--- src/rtl/lrsm_gen2_pkg.sv ---
// Shared types and defaults for the gen2 link-layer retry state machine.
// No logic: enum encoding, default parameters and a width helper.
package lrsm_gen2_pkg;

  typedef enum logic [2:0] {
    ST_NORMAL     = 3'd0,
    ST_LLRREQ     = 3'd1,
    ST_LOCAL_IDLE = 3'd2,
    ST_PHY_REINIT = 3'd3,
    ST_ABORT      = 3'd4
  } lrsm_state_e;

  localparam int DEF_ACK_SEQ_NUM        = 6;
  localparam int DEF_TIMEOUT_W          = 16;
  localparam int DEF_TIMEOUT_VAL        = 1024;
  localparam int DEF_CNT_W              = 5;
  localparam int DEF_MAX_NUM_RETRY      = 4;
  localparam int DEF_MAX_NUM_PHY_REINIT = 3;

  // Bits needed to hold values 0..max_val, never less than one.
  function automatic int lrsm_cnt_w(input int max_val);
    return (max_val < 1) ? 1 : $clog2(max_val + 1);
  endfunction

endpackage

--- src/rtl/lrsm_timeout_cnt.sv ---
// LOCAL_IDLE timeout counter; o_hit is registered and high while the count sits at TIMEOUT_VAL-1.
// Latency: one cycle from count update to flag; no backpressure, clear has priority over enable.
module lrsm_timeout_cnt #(
  parameter int TIMEOUT_W   = 16,
  parameter int TIMEOUT_VAL = 1024
) (
  input  logic i_clk,
  input  logic i_rst,
  input  logic i_en,
  input  logic i_clr,
  output logic o_hit
);

  localparam logic [TIMEOUT_W-1:0] CNT_LAST = TIMEOUT_W'(TIMEOUT_VAL - 1);

  logic [TIMEOUT_W-1:0] cnt_q, cnt_d;
  logic                 hit_q, hit_d;

  always_comb begin
    cnt_d = cnt_q;
    if (i_clr) begin
      cnt_d = '0;
    end else if (i_en && (cnt_q != CNT_LAST)) begin
      cnt_d = cnt_q + TIMEOUT_W'(1);
    end
    // Flag tracks the next count so it lines up with the cycle the count reaches the limit.
    hit_d = (cnt_d == CNT_LAST);
  end

  always_ff @(posedge i_clk or posedge i_rst) begin
    if (i_rst) begin
      cnt_q <= '0;
      hit_q <= 1'b0;
    end else begin
      cnt_q <= cnt_d;
      hit_q <= hit_d;
    end
  end

  assign o_hit = hit_q;

endmodule

--- src/rtl/lrsm_gen2.sv ---
// Link-layer retry state machine: owns retry timeout, consecutive-ack, NUM_RETRY and NUM_PHY_REINIT counters.
// Latency: every transition lands on the next i_clk edge; o_send_req holds until the packer returns i_req_sent.
module lrsm_gen2
  import lrsm_gen2_pkg::*;
#(
  parameter int ACK_SEQ_NUM        = DEF_ACK_SEQ_NUM,
  parameter int TIMEOUT_W          = DEF_TIMEOUT_W,
  parameter int TIMEOUT_VAL        = DEF_TIMEOUT_VAL,
  parameter int CNT_W              = DEF_CNT_W,
  parameter int MAX_NUM_RETRY      = DEF_MAX_NUM_RETRY,
  parameter int MAX_NUM_PHY_REINIT = DEF_MAX_NUM_PHY_REINIT
) (
  input  logic                                  i_clk,
  input  logic                                  i_rst,
  input  logic                                  i_init_done,
  input  logic                                  i_rx_valid,
  input  logic                                  i_rx_crc_ok,
  input  logic                                  i_ack_seq,
  input  logic                                  i_num_retry_match,
  input  logic                                  i_req_sent,
  input  logic                                  i_pl_lnk_up,
  input  logic                                  i_phy_reinit,
  input  logic                                  i_phy_reset,
  output logic                                  o_send_req,
  output logic                                  o_phy_reinit_req,
  output logic                                  o_link_failure,
  output logic                                  o_retry_exit,
  output logic [2:0]                            o_state,
  output logic [CNT_W-1:0]                      o_num_retry,
  output logic [CNT_W-1:0]                      o_num_phy_reinit,
  output logic [lrsm_cnt_w(ACK_SEQ_NUM)-1:0]    o_ack_cnt
);

  localparam int                ACK_W      = lrsm_cnt_w(ACK_SEQ_NUM);
  localparam logic [ACK_W-1:0]  ACK_LAST   = ACK_W'(ACK_SEQ_NUM - 1);
  localparam logic [CNT_W-1:0]  RETRY_MAX  = CNT_W'(MAX_NUM_RETRY);
  localparam logic [CNT_W-1:0]  REINIT_MAX = CNT_W'(MAX_NUM_PHY_REINIT);
  localparam logic [CNT_W-1:0]  CNT_SAT    = '1;

  lrsm_state_e       state_q, state_d;
  logic [CNT_W-1:0]  num_retry_q, num_retry_d;
  logic [CNT_W-1:0]  num_phy_reinit_q, num_phy_reinit_d;
  logic [ACK_W-1:0]  ack_cnt_q, ack_cnt_d;
  logic              retry_exit_q, retry_exit_d;

  logic phy_evt;
  logic tmo_en;
  logic tmo_hit;

  // ABORT is terminal: PHY events cannot pull the machine out of it.
  assign phy_evt = (i_phy_reinit || i_phy_reset) && (state_q != ST_ABORT);
  assign tmo_en  = (state_q == ST_LOCAL_IDLE);

  lrsm_timeout_cnt #(
    .TIMEOUT_W   (TIMEOUT_W),
    .TIMEOUT_VAL (TIMEOUT_VAL)
  ) u_tmo (
    .i_clk (i_clk),
    .i_rst (i_rst),
    .i_en  (tmo_en),
    .i_clr (!tmo_en),
    .o_hit (tmo_hit)
  );

  always_comb begin
    state_d          = state_q;
    num_retry_d      = num_retry_q;
    num_phy_reinit_d = num_phy_reinit_q;
    ack_cnt_d        = ack_cnt_q;
    retry_exit_d     = 1'b0;

    if (phy_evt) begin
      state_d   = ST_PHY_REINIT;
      ack_cnt_d = '0;
    end else begin
      case (state_q)
        ST_NORMAL: begin
          if ((i_rx_valid && !i_rx_crc_ok) || i_init_done) begin
            state_d = ST_LLRREQ;
          end
        end
        ST_LLRREQ: begin
          if (i_req_sent) begin
            if (num_retry_q < RETRY_MAX) begin
              state_d     = ST_LOCAL_IDLE;
              num_retry_d = (num_retry_q == CNT_SAT) ? num_retry_q : num_retry_q + CNT_W'(1);
              ack_cnt_d   = '0;
            end else if (num_phy_reinit_q < REINIT_MAX) begin
              state_d          = ST_PHY_REINIT;
              num_phy_reinit_d = (num_phy_reinit_q == CNT_SAT) ? num_phy_reinit_q
                                                               : num_phy_reinit_q + CNT_W'(1);
            end else begin
              state_d = ST_ABORT;
            end
          end
        end
        ST_LOCAL_IDLE: begin
          // A timeout swallows any ack arriving in the same cycle.
          if (tmo_hit) begin
            state_d = ST_LLRREQ;
          end else if (i_rx_valid) begin
            if (!i_ack_seq) begin
              ack_cnt_d = '0;
            end else if (ack_cnt_q < ACK_LAST) begin
              ack_cnt_d = ack_cnt_q + ACK_W'(1);
            end else if (i_num_retry_match) begin
              state_d          = ST_NORMAL;
              num_retry_d      = '0;
              num_phy_reinit_d = '0;
              ack_cnt_d        = '0;
              retry_exit_d     = 1'b1;
            end else begin
              ack_cnt_d = ACK_LAST;
            end
          end
        end
        ST_PHY_REINIT: begin
          if (i_pl_lnk_up) begin
            state_d     = ST_LLRREQ;
            num_retry_d = '0;
          end
        end
        ST_ABORT: begin
          state_d = ST_ABORT;
        end
        default: begin
          state_d = ST_NORMAL;
        end
      endcase
    end
  end

  always_ff @(posedge i_clk or posedge i_rst) begin
    if (i_rst) begin
      state_q          <= ST_NORMAL;
      num_retry_q      <= '0;
      num_phy_reinit_q <= '0;
      ack_cnt_q        <= '0;
      retry_exit_q     <= 1'b0;
    end else begin
      state_q          <= state_d;
      num_retry_q      <= num_retry_d;
      num_phy_reinit_q <= num_phy_reinit_d;
      ack_cnt_q        <= ack_cnt_d;
      retry_exit_q     <= retry_exit_d;
    end
  end

  assign o_send_req       = (state_q == ST_LLRREQ);
  assign o_phy_reinit_req = (state_q == ST_PHY_REINIT);
  assign o_link_failure   = (state_q == ST_ABORT);
  assign o_retry_exit     = retry_exit_q;
  assign o_state          = state_q;
  assign o_num_retry      = num_retry_q;
  assign o_num_phy_reinit = num_phy_reinit_q;
  assign o_ack_cnt        = ack_cnt_q;

endmodule

--- config.mk ---
export PLATFORM = sky130hd
export DESIGN_NAME = lrsm_gen2
export DESIGN_NICKNAME = d
export VERILOG_FILES = /design/src/rtl/lrsm_gen2_pkg.sv /design/src/rtl/lrsm_timeout_cnt.sv /design/src/rtl/lrsm_gen2.sv
export SDC_FILE = /design/constraint.sdc
export NUM_CORES = 1
export LEC_CHECK = 0
export ABC_AREA = 1
export CAP_MARGIN = 20
export CORE_MARGIN = 3
export CORE_UTILIZATION = 35
export CTS_BUF_LIST = sky130_fd_sc_hd__clkbuf_16
export CTS_CLUSTER_SIZE = 40
export DETAILED_ROUTE_END_ITERATION = 12
export HOLD_SLACK_MARGIN = 0.1
export SLEW_MARGIN = 40
export SYNTH_ARGS = -nofsm -noshare
export SYNTH_HDL_FRONTEND = slang
export SYNTH_SLANG_ARGS = --single-unit
--- constraint.sdc ---
create_clock -name i_clk -period 4.5 [get_ports i_clk]
set_clock_uncertainty 0.2 [all_clocks]
set_input_delay 0.675 -clock i_clk [delete_from_list [all_inputs] [get_ports i_clk]]
set_output_delay 0.675 -clock i_clk [all_outputs]
set_load 0.005 [all_outputs]
After elaboration in Yosys (flattened, before gate mapping)
Index checks and enable logic that the tools add are counted.

word-level totals
  output and inout port bits = 20
  bits of input ports = 11
  bits in registers = 34
  word-level logic and storage cells = 105

operators by class
  $lt $le $gt $ge = 3
  equal/unequal tests = 31
  add/sub/neg operators = 4
  bitwise operators = 1
  muxes and demuxes = 45
  reductions and logical operators = 14

operators by type and width
  operator               count
  $mux 5                 13
  $mux 3                 19
  $mux 16                2
  $reduce_and 11->1      2
  $ne 2x2->1 const B     10
  $add 16x1->16 const B  1
  $eq 16x10->1 const B   1
  $ne 16x10->1 const B   1
  $ne 4x4->1 const B     4
  $pmux 3 s5             1
  $pmux 5 s3             1
  $ne 3x3->1 const B     4
  $add 5x1->5 const B    2
  $eq 5x5->1 const B     2
  $pmux 5 s2             1
  $mux 1                 7
  $reduce_and 7->1       1
  $eq 3x2->1 const B     2
  $ne 3x2->1 const B     2
  $pmux 3 s2             1
  $reduce_bool 3->1      2
  $lt 5x2->1 const B     1
  $lt 5x3->1 const B     1
  $reduce_and 5->1       1
  other kinds (12)       16

Longest topological paths before layout
Gate-level depths: netlist of run 1.

  depth in word-level cells = 7
  mapped depth = 13
  mapped depth without buffers = 13

By module
From an unflattened synthesis of run 1, not the netlist that was laid out.

second synthesis, totals
  cells, all modules = 383
  area, all modules = 2622.5 sq um

modules (own cells, without submodules)
  module            sequential area each (sq um)  area an instance (sq um)  instances  cells an instance
  lrsm_gen2         425.4                         1335.0                    1          179
  lrsm_timeout_cnt  425.4                         1287.5                    1          204

Worst setup path before layout of run 1
OpenSTA, ideal clock, no wires.

  path type = in2reg
  start = in i_phy_reset
  end = reg num_phy_reinit_q[2] (netlist: o_num_phy_reinit[2])
  arrival = 1702 ps
  cell stages on the path = 8
  data required time = 4178 ps
  path buffers = 0
  path slack = 2476 ps
  library setup time = 122 ps
  cell sequence = or2_2 nand2_2 nand2_1 nor3b_1 nand2_1 nor2_1 nand2_1 a21boi_1

between the ends
  longest elaborated chain between the ends = 4

RTL lines
  item                         RTL line          RTL
  start, declared              lrsm_gen2.sv:23   input logic i_phy_reset,
  $logic_or 1x1->1             lrsm_gen2.sv:51   assign phy_evt = (i_phy_reinit || i_phy_reset) && (state_q != ST_ABORT);
  $logic_and 1x1->1            lrsm_gen2.sv:51
  $not 1->1 (no line)          n/a
  $reduce_and 11->1 (no line)  n/a
  end signal, assigned         lrsm_gen2.sv:143  num_phy_reinit_q <= num_phy_reinit_d;
  end, declared                lrsm_gen2.sv:42   logic [CNT_W-1:0] num_phy_reinit_q, num_phy_reinit_d;

No other way between the ends.
A chain may end at the register's enable or synchronous reset.

Final worst setup path of run 1
  start = reg state_q[0] (netlist: o_state[0])
  end = out o_phy_reinit_req

between the ends
  longest elaborated chain between the ends = 1

RTL lines
  item                    RTL line          RTL
  start, declared         lrsm_gen2.sv:40   lrsm_state_e state_q, state_d;
  start signal, assigned  lrsm_gen2.sv:141  state_q <= state_d;
  $eq 3x2->1              lrsm_gen2.sv:150  assign o_phy_reinit_req = (state_q == ST_PHY_REINIT);
  end, declared           lrsm_gen2.sv:25   output logic o_phy_reinit_req,

No other way between the ends.

==> results.sh, run 1 <==
export IMPL_outcome="complete, no violations"
export IMPL_grt_max_degree=19
export IMPL_hold_viol_final=0
export IMPL_cp_start_kind="flop"
export IMPL_path_cells="inv_1 > nor2_1 > nand2_1 > inv_1 > clkdlybuf4s50_1"
export IMPL_worst_setup_path_type="flop to output pin"
export IMPL_antenna_left=0
export IMPL_hold_path_depth=2
export IMPL_drt_initial_drc_count=148
export IMPL_vias=2032
export IMPL_viasPerCell=4.83
export IMPL_ir_worst_vdd_v=0.000259
export IMPL_place_congestion=0.880
export IMPL_rsz0062_at_grt="false"
export IMPL_grt_pass1_vias=1945
export IMPL_wirelength_um=5010
export IMPL_die_x_um=84.7
export IMPL_worstPathRequired_ps=3620
export IMPL_hold_path_class="flop to flop"
export IMPL_p_leak_nw=1.34
export IMPL_arrival_ps=1640
export IMPL_p_comb_share_pct=37.4
export IMPL_period_minus_slack_ps=2510
export IMPL_ff_latch_area_um2=851
export IMPL_p_seq_share_pct=34.9
export IMPL_finalSetupViolCount=0
export IMPL_p_int_uw=740
export IMPL_tritoncts="built"
export IMPL_slew_violations=0
export IMPL_cts_setup_buffers=0
export IMPL_port_buffers=30
export IMPL_yosysWarningCount=0
export IMPL_clock_sinks=34
export IMPL_switching_power_uw=416
export IMPL_postCtsHoldBufs=0
export IMPL_ff2ff_path_depth=9
export IMPL_min_delay_start="o_num_phy_reinit[3]$_DFFE_PP0P_"
export IMPL_fin_tns_setup_ps=0
export IMPL_end_kind="output pin"
export IMPL_worst_path_buf_inv=3
export IMPL_dr_pass1_iters=4
export IMPL_io_pins=31
export IMPL_r2r_start="o_state[1]$_DFFE_PP0P_"
export IMPL_syn_area_mm2=0.00217
export IMPL_clock_power_share_pct=27.8
export IMPL_synth_distinct_cells=34
export IMPL_nets=362
export IMPL_cpPeakStageDelay_ps=500
export IMPL_syn_num_nets=327
export IMPL_avgSynthCellArea_um2=7.00
export IMPL_antenna_found_initial=0
export IMPL_multi_input_area_mm2=0.00109
export IMPL_syn_inst=310
export IMPL_start_util_pct=36.4
export IMPL_dieArea_mm2=0.00718
export IMPL_path_common_cell="inv_1"
export IMPL_critical_path_top_delay_family="buffers and inverters"
export IMPL_overflow=0
export IMPL_finalCritPeriodShare_pct=55.8
export IMPL_insertion_delay_ps=280
export IMPL_die_y_um=84.7
export IMPL_layout_drive_gt1_share_pct=8.67
export IMPL_avgRoutedWirePerCell_um=11.9
export IMPL_critPathMaxFanout=4
export IMPL_drc=0
export IMPL_reg2reg_slack_ps=2230
export IMPL_antenna_cells=0
export IMPL_core_area_mm2=0.00596
export IMPL_numCtsBuffers=5
export IMPL_grt_pass1_wl_um=8770
export IMPL_htree_levels=2
export IMPL_grt_util_all_layers_pct=14.9
export IMPL_worstMarginPinSlew_ps=679
export IMPL_swShare_pct=36.0
export IMPL_hpwl_um=3870
export IMPL_ys_seq_area_share_pct=39.2
export IMPL_cts_resized=0
export IMPL_clkSlewWorstSetupHoldPaths_ps=50
export IMPL_r2r_end="o_num_retry[4]$_DFFE_PP0P_"
export IMPL_ys_ff_latch=34
export IMPL_area_growth_pct=23.8
export IMPL_powerDensity_mw_per_mm2=430
export IMPL_clock_root_buffer="clkbuf_16"
export IMPL_utilization_pct=45.1
export IMPL_hold_end="o_num_phy_reinit[3]$_DFFE_PP0P_"
export IMPL_row_count=28
export IMPL_clockBufferDepth=2
export IMPL_drv_cap=0
export IMPL_critPathSlowestCell="clkdlybuf4s50_1"
export IMPL_max_slew_margin_rel_pct=54.7
export IMPL_fillers=633
export IMPL_max_freq_ghz=0.398
## cell type report
cell class | count | area share [%]
clock inverter | 3 | 0.466
multi-input combinational | 218 | 40.6
clock buffer | 5 | 4.66
inverter | 55 | 7.69
tap | 75 | 3.49
timing repair buffer | 31 | 11.5
sequential | 34 | 31.7
## through the flow
stage / power [mW] / hold slack, ps / worst slack [ps] / std cells / area, um^2
after floorplan: 0.660 / 302 / 2480 / 310 / 2170
after global placement: 0.839 / 316 / 1990 / 413 / 2550
after detailed placement: 0.839 / 317 / 1970 / 413 / 2550
after CTS: 1.17 / 333 / 1990 / 421 / 2690
after global routing: 1.24 / 360 / 1910 / 421 / 2690
final: 1.16 / 320 / 1990 / 421 / 2690
## worst max path at each step
stage	start	endpoint	slack (ps)	cells after the start
after floorplan	i_phy_reset	o_num_phy_reinit[2]$_DFFE_PP0P_	2480	8
after global placement	i_phy_reset	o_num_phy_reinit[2]$_DFFE_PP0P_	1990	9
after detailed placement	i_phy_reset	o_num_phy_reinit[2]$_DFFE_PP0P_	1970	9
after CTS	o_state[0]$_DFFE_PP0P_	o_phy_reinit_req	1990	5
after global routing	o_state[0]$_DFFE_PP0P_	o_phy_reinit_req	1910	5
final	o_state[0]$_DFFE_PP0P_	o_phy_reinit_req	1990	5
## sequential cells by signal, summed over array words and instances, names as in the netlist
register,flops
o_state,3
o_retry_exit,1
o_ack_cnt,3
o_num_retry,5
u_tmo.o_hit,1
u_tmo.cnt_q,16
o_num_phy_reinit,5
## synthesized netlist by cell type
library cell	count	share of area (%)
nand4_1	9	2.6
inv_2	11	1.9
o31ai_1	1	0.35
nor2_1	33	5.7
o21ai_0	3	0.69
nand2_2	5	1.4
o22ai_1	2	0.58
o21bai_1	2	0.69
nand3_1	28	6.5
nor3b_1	2	0.69
o21a_1	1	0.35
dfrtp_1	34	39
o221ai_1	1	0.40
nor3_1	10	2.3
buf_4	1	0.35
nor2_4	2	1.0
buf_6	1	0.52
clkinv_1	3	0.52
or2_2	1	0.29
nand3_2	2	0.92
a21oi_1	7	1.6
clkbuf_1	1	0.17
nand2_1	82	14
a21boi_1	1	0.35
inv_1	41	7.1
o21ai_1	10	2.3
or2_1	2	0.58
xnor2_1	2	0.81
nor4_1	1	0.29
o21ai_2	1	0.40
ha_1	6	3.5
o31ai_2	1	0.58
xor2_1	2	0.81
nand3b_1	1	0.35
## worst min-delay path: cells and delay by family, from the launching register on
| family | cells | cell delay [ps] |
|---|---|---|
| buffers and inverters | 1 | 40 |
| DFF | 1 | 380 |
| and+or+nand+nor | 1 | 60 |
## cells in the final DEF, fill, tap and decap left out, drive strengths merged
| cell type | synthesis | routed |
|---|---|---|
| nand2 | 87 | 87 |
| inv | 52 | 53 |
| nor2 | 35 | 35 |
| dfrtp | 34 | 34 |
| clkdlybuf4s50 | 0 | 30 |
| nand3 | 30 | 30 |
| o21ai | 14 | 14 |
| nor3 | 10 | 10 |
| nand4 | 9 | 9 |
| a21oi | 7 | 7 |
| ha | 6 | 6 |
| clkbuf | 1 | 5 |
| clkinv | 3 | 5 |
| or2 | 3 | 3 |
| xnor2 | 2 | 2 |
| xor2 | 2 | 2 |
| nor3b | 2 | 2 |
| o22ai | 2 | 2 |
| o21bai | 2 | 2 |
| o31ai | 2 | 2 |
| nor4 | 1 | 1 |
| nand3b | 1 | 1 |
| a21boi | 1 | 1 |
| o221ai | 1 | 1 |
| o21a | 1 | 1 |
| buf | 2 | 1 |
## power by group through the flow
| stage | Combinational (mW) | Sequential, mW | Clock (mW) |
|---|---|---|---|
| global placement | 0.431 | 0.408 | 0 |
| floorplan | 0.259 | 0.401 | 0 |
| finish | 0.432 | 0.403 | 0.321 |
| CTS | 0.436 | 0.404 | 0.326 |
| global route | 0.494 | 0.411 | 0.337 |
| detailed placement | 0.432 | 0.407 | 0 |
## layer usage
| layer | up-vias | global-route usage, % | share of wire [%] |
|---|---|---|---|
| li1 | 1058 | - | - |
| met1 | 925 | 20.4 | 48 |
| met2 | 44 | 24.0 | 47 |
| met3 | 5 | 3.14 | 4.2 |
| met4 | 0 | 3.88 | 1.2 |
| met5 | - | 0 | 0 |
## cells by family after synthesis
family	synth area share (%)
fa+ha+maj	3.46
simple gates	36.9
xor+xnor	1.62
buf+inv	10.6
compound gates	8.30
flops	39.2
No activity file was read; power rests on OpenSTA's default activity.
==> run 2: changes to the inputs <==
Clock period 4.5 ns to 2.2 ns, I/O delays scaled along.
==> results.sh, run 2 (same netlist as run 1, synthesis figures left out) <==
export IMPL_core_area_mm2=0.00596
export IMPL_clkSlewWorstSetupHoldPaths_ps=60
export IMPL_grt_pass1_wl_um=8830
export IMPL_r2r_start="o_state[2]$_DFFE_PP0P_"
export IMPL_antenna_found_initial=0
export IMPL_insertion_delay_ps=280
export IMPL_io_pins=31
export IMPL_p_leak_nw=1.39
export IMPL_max_slew_margin_rel_pct=70.5
export IMPL_most_common_layout_cells="nand2_1, inv_1, dfrtp_1, nor2_1, clkdlybuf4s50_1"
export IMPL_worstPathRequired_ps=1670
export IMPL_arrival_ps=1570
export IMPL_critical_path_top_delay_family="buffers and inverters"
export IMPL_cts_setup_buffers=0
export IMPL_largest_register="u_tmo.cnt_q"
export IMPL_period_minus_slack_ps=2100
export IMPL_drv_cap=0
export IMPL_antenna_cells=0
export IMPL_antenna_left=0
export IMPL_hpwl_um=3800
export IMPL_path_cells="inv_1 > nor2_2 > nand2_1 > inv_1 > clkdlybuf4s50_1"
export IMPL_htree_levels=2
export IMPL_ir_worst_vdd_v=0.000499
export IMPL_worstMarginPinSlew_ps=443
export IMPL_outcome="complete, no violations"
export IMPL_dieArea_mm2=0.00718
export IMPL_largest_register_ff_count=16
export IMPL_clockBufferDepth=2
export IMPL_place_congestion=0.838
export IMPL_layout_commonest_cell="nand2_1"
export IMPL_overflow=0
export IMPL_hold_path_class="input port to asynchronous set/reset pin"
export IMPL_critPathSlowestCell="clkdlybuf4s50_1"
export IMPL_layout_drive_gt1_share_pct=11.3
export IMPL_postCtsHoldBufs=0
export IMPL_worst_setup_path_type="flop to output pin"
export IMPL_start_util_pct=36.4
export IMPL_end_kind="output pin"
export IMPL_viasPerCell=4.75
export IMPL_die_x_um=84.7
export IMPL_critPathLaunch="o_state[0]$_DFFE_PP0P_"
export IMPL_critPathMaxFanout=4
export IMPL_clock_root_buffer="clkbuf_16"
export IMPL_path_common_cell="inv_1"
export IMPL_cp_start_kind="flop"
export IMPL_nets=370
export IMPL_vias=2037
export IMPL_rsz0062_at_grt="false"
export IMPL_drt_initial_drc_count=61
export IMPL_port_buffers=30
export IMPL_die_y_um=84.7
export IMPL_powerDensity_mw_per_mm2=873
export IMPL_numCtsBuffers=5
export IMPL_tritoncts="built"
export IMPL_area_growth_pct=27.2
export IMPL_holdWs_ps=254
export IMPL_grt_util_all_layers_pct=14.9
export IMPL_drc=0
export IMPL_worst_path_buf_inv=3
export IMPL_finalSetupViolCount=0
export IMPL_slew_violations=0
export IMPL_finalCritPeriodShare_pct=95.3
export IMPL_hold_viol_final=0
export IMPL_clock_sinks=34
export IMPL_max_freq_ghz=0.477
export IMPL_grt_pass1_vias=2007
export IMPL_grt_max_degree=35
export IMPL_dr_pass1_iters=4
export IMPL_fin_tns_setup_ps=0
export IMPL_cpPeakStageDelay_ps=490
export IMPL_row_count=28
export IMPL_avgRoutedWirePerCell_um=11.6
export IMPL_wirelength_um=4990
export IMPL_cts_resized=0
run 2: changes by cell type in the layout (fill, tap and decap cells not counted):
cell | previous run | this run
buf_4 | 1 | 9
nand3_1 | 28 | 27
dfrtp_1 | 34 | 33
nor2_2 | 0 | 1
clkinv_2 | 1 | 0
nor2_1 | 33 | 32
nand2_4 | 0 | 1
inv_1 | 42 | 41
clkinv_1 | 4 | 6
nand3_2 | 2 | 3
dfrtp_2 | 0 | 1
nand2_2 | 5 | 4
run 2: worst paths after layout:
kind	end	slack, ps	cells past startpoint
worst max register to register	o_num_phy_reinit[2]$_DFFE_PP0P_	210	10
worst min register to register	o_num_retry[3]$_DFFE_PP0P_	340	2
worst min-delay path	u_tmo.cnt_q[13]$_DFF_PP0_	250	3
max in group asynchronous	o_state[1]$_DFFE_PP0P_	1210	3
worst max-delay path	o_phy_reinit_req	100	5
min in group i_clk	o_num_retry[3]$_DFFE_PP0P_	340	2
run 2: layer usage:
metal  GRT usage (%)  wire (um)
met4            4.75         80
met3            3.04        197
met2            25.1       2350
met5               0          0
met1            19.2       2360
run 2: worst register-to-register path, delay by kind of cell, from the launching register on:
family | cells | cell delay (ps)
AND/OR/NAND/NOR | 7 | 860
flip-flops | 1 | 440
AO/OA/AOI/OAI | 2 | 260
buffers and inverters | 1 | 110
run 2: power by group:
part	internal, mW	switching [mW]
Sequential	0.721	0.0997
Clock	0.407	0.251
Combinational	0.419	0.508
run 2: area by class of cell:
type | count | area [um^2]
clock buffer | 5 | 125
clock inverter | 3 | 11.3
fill | 611 | 3200
inverter | 55 | 206
multi-input combinational | 218 | 1100
sequential | 34 | 852
tap | 75 | 93.8
timing repair buffer | 39 | 368
run 2: per-stage QoR:
step	instances	cell area, um^2	total power [mW]	util (%)	worst slack [ps]
detailed placement	421	2610	1.75	43.8	83.5
finish	429	2760	2.41	46.3	103
CTS	429	2750	2.43	46.1	51.1
global placement	421	2610	1.75	43.8	93.8
global route	429	2760	2.59	46.3	3.60
floorplan	310	2170	1.35	-	364
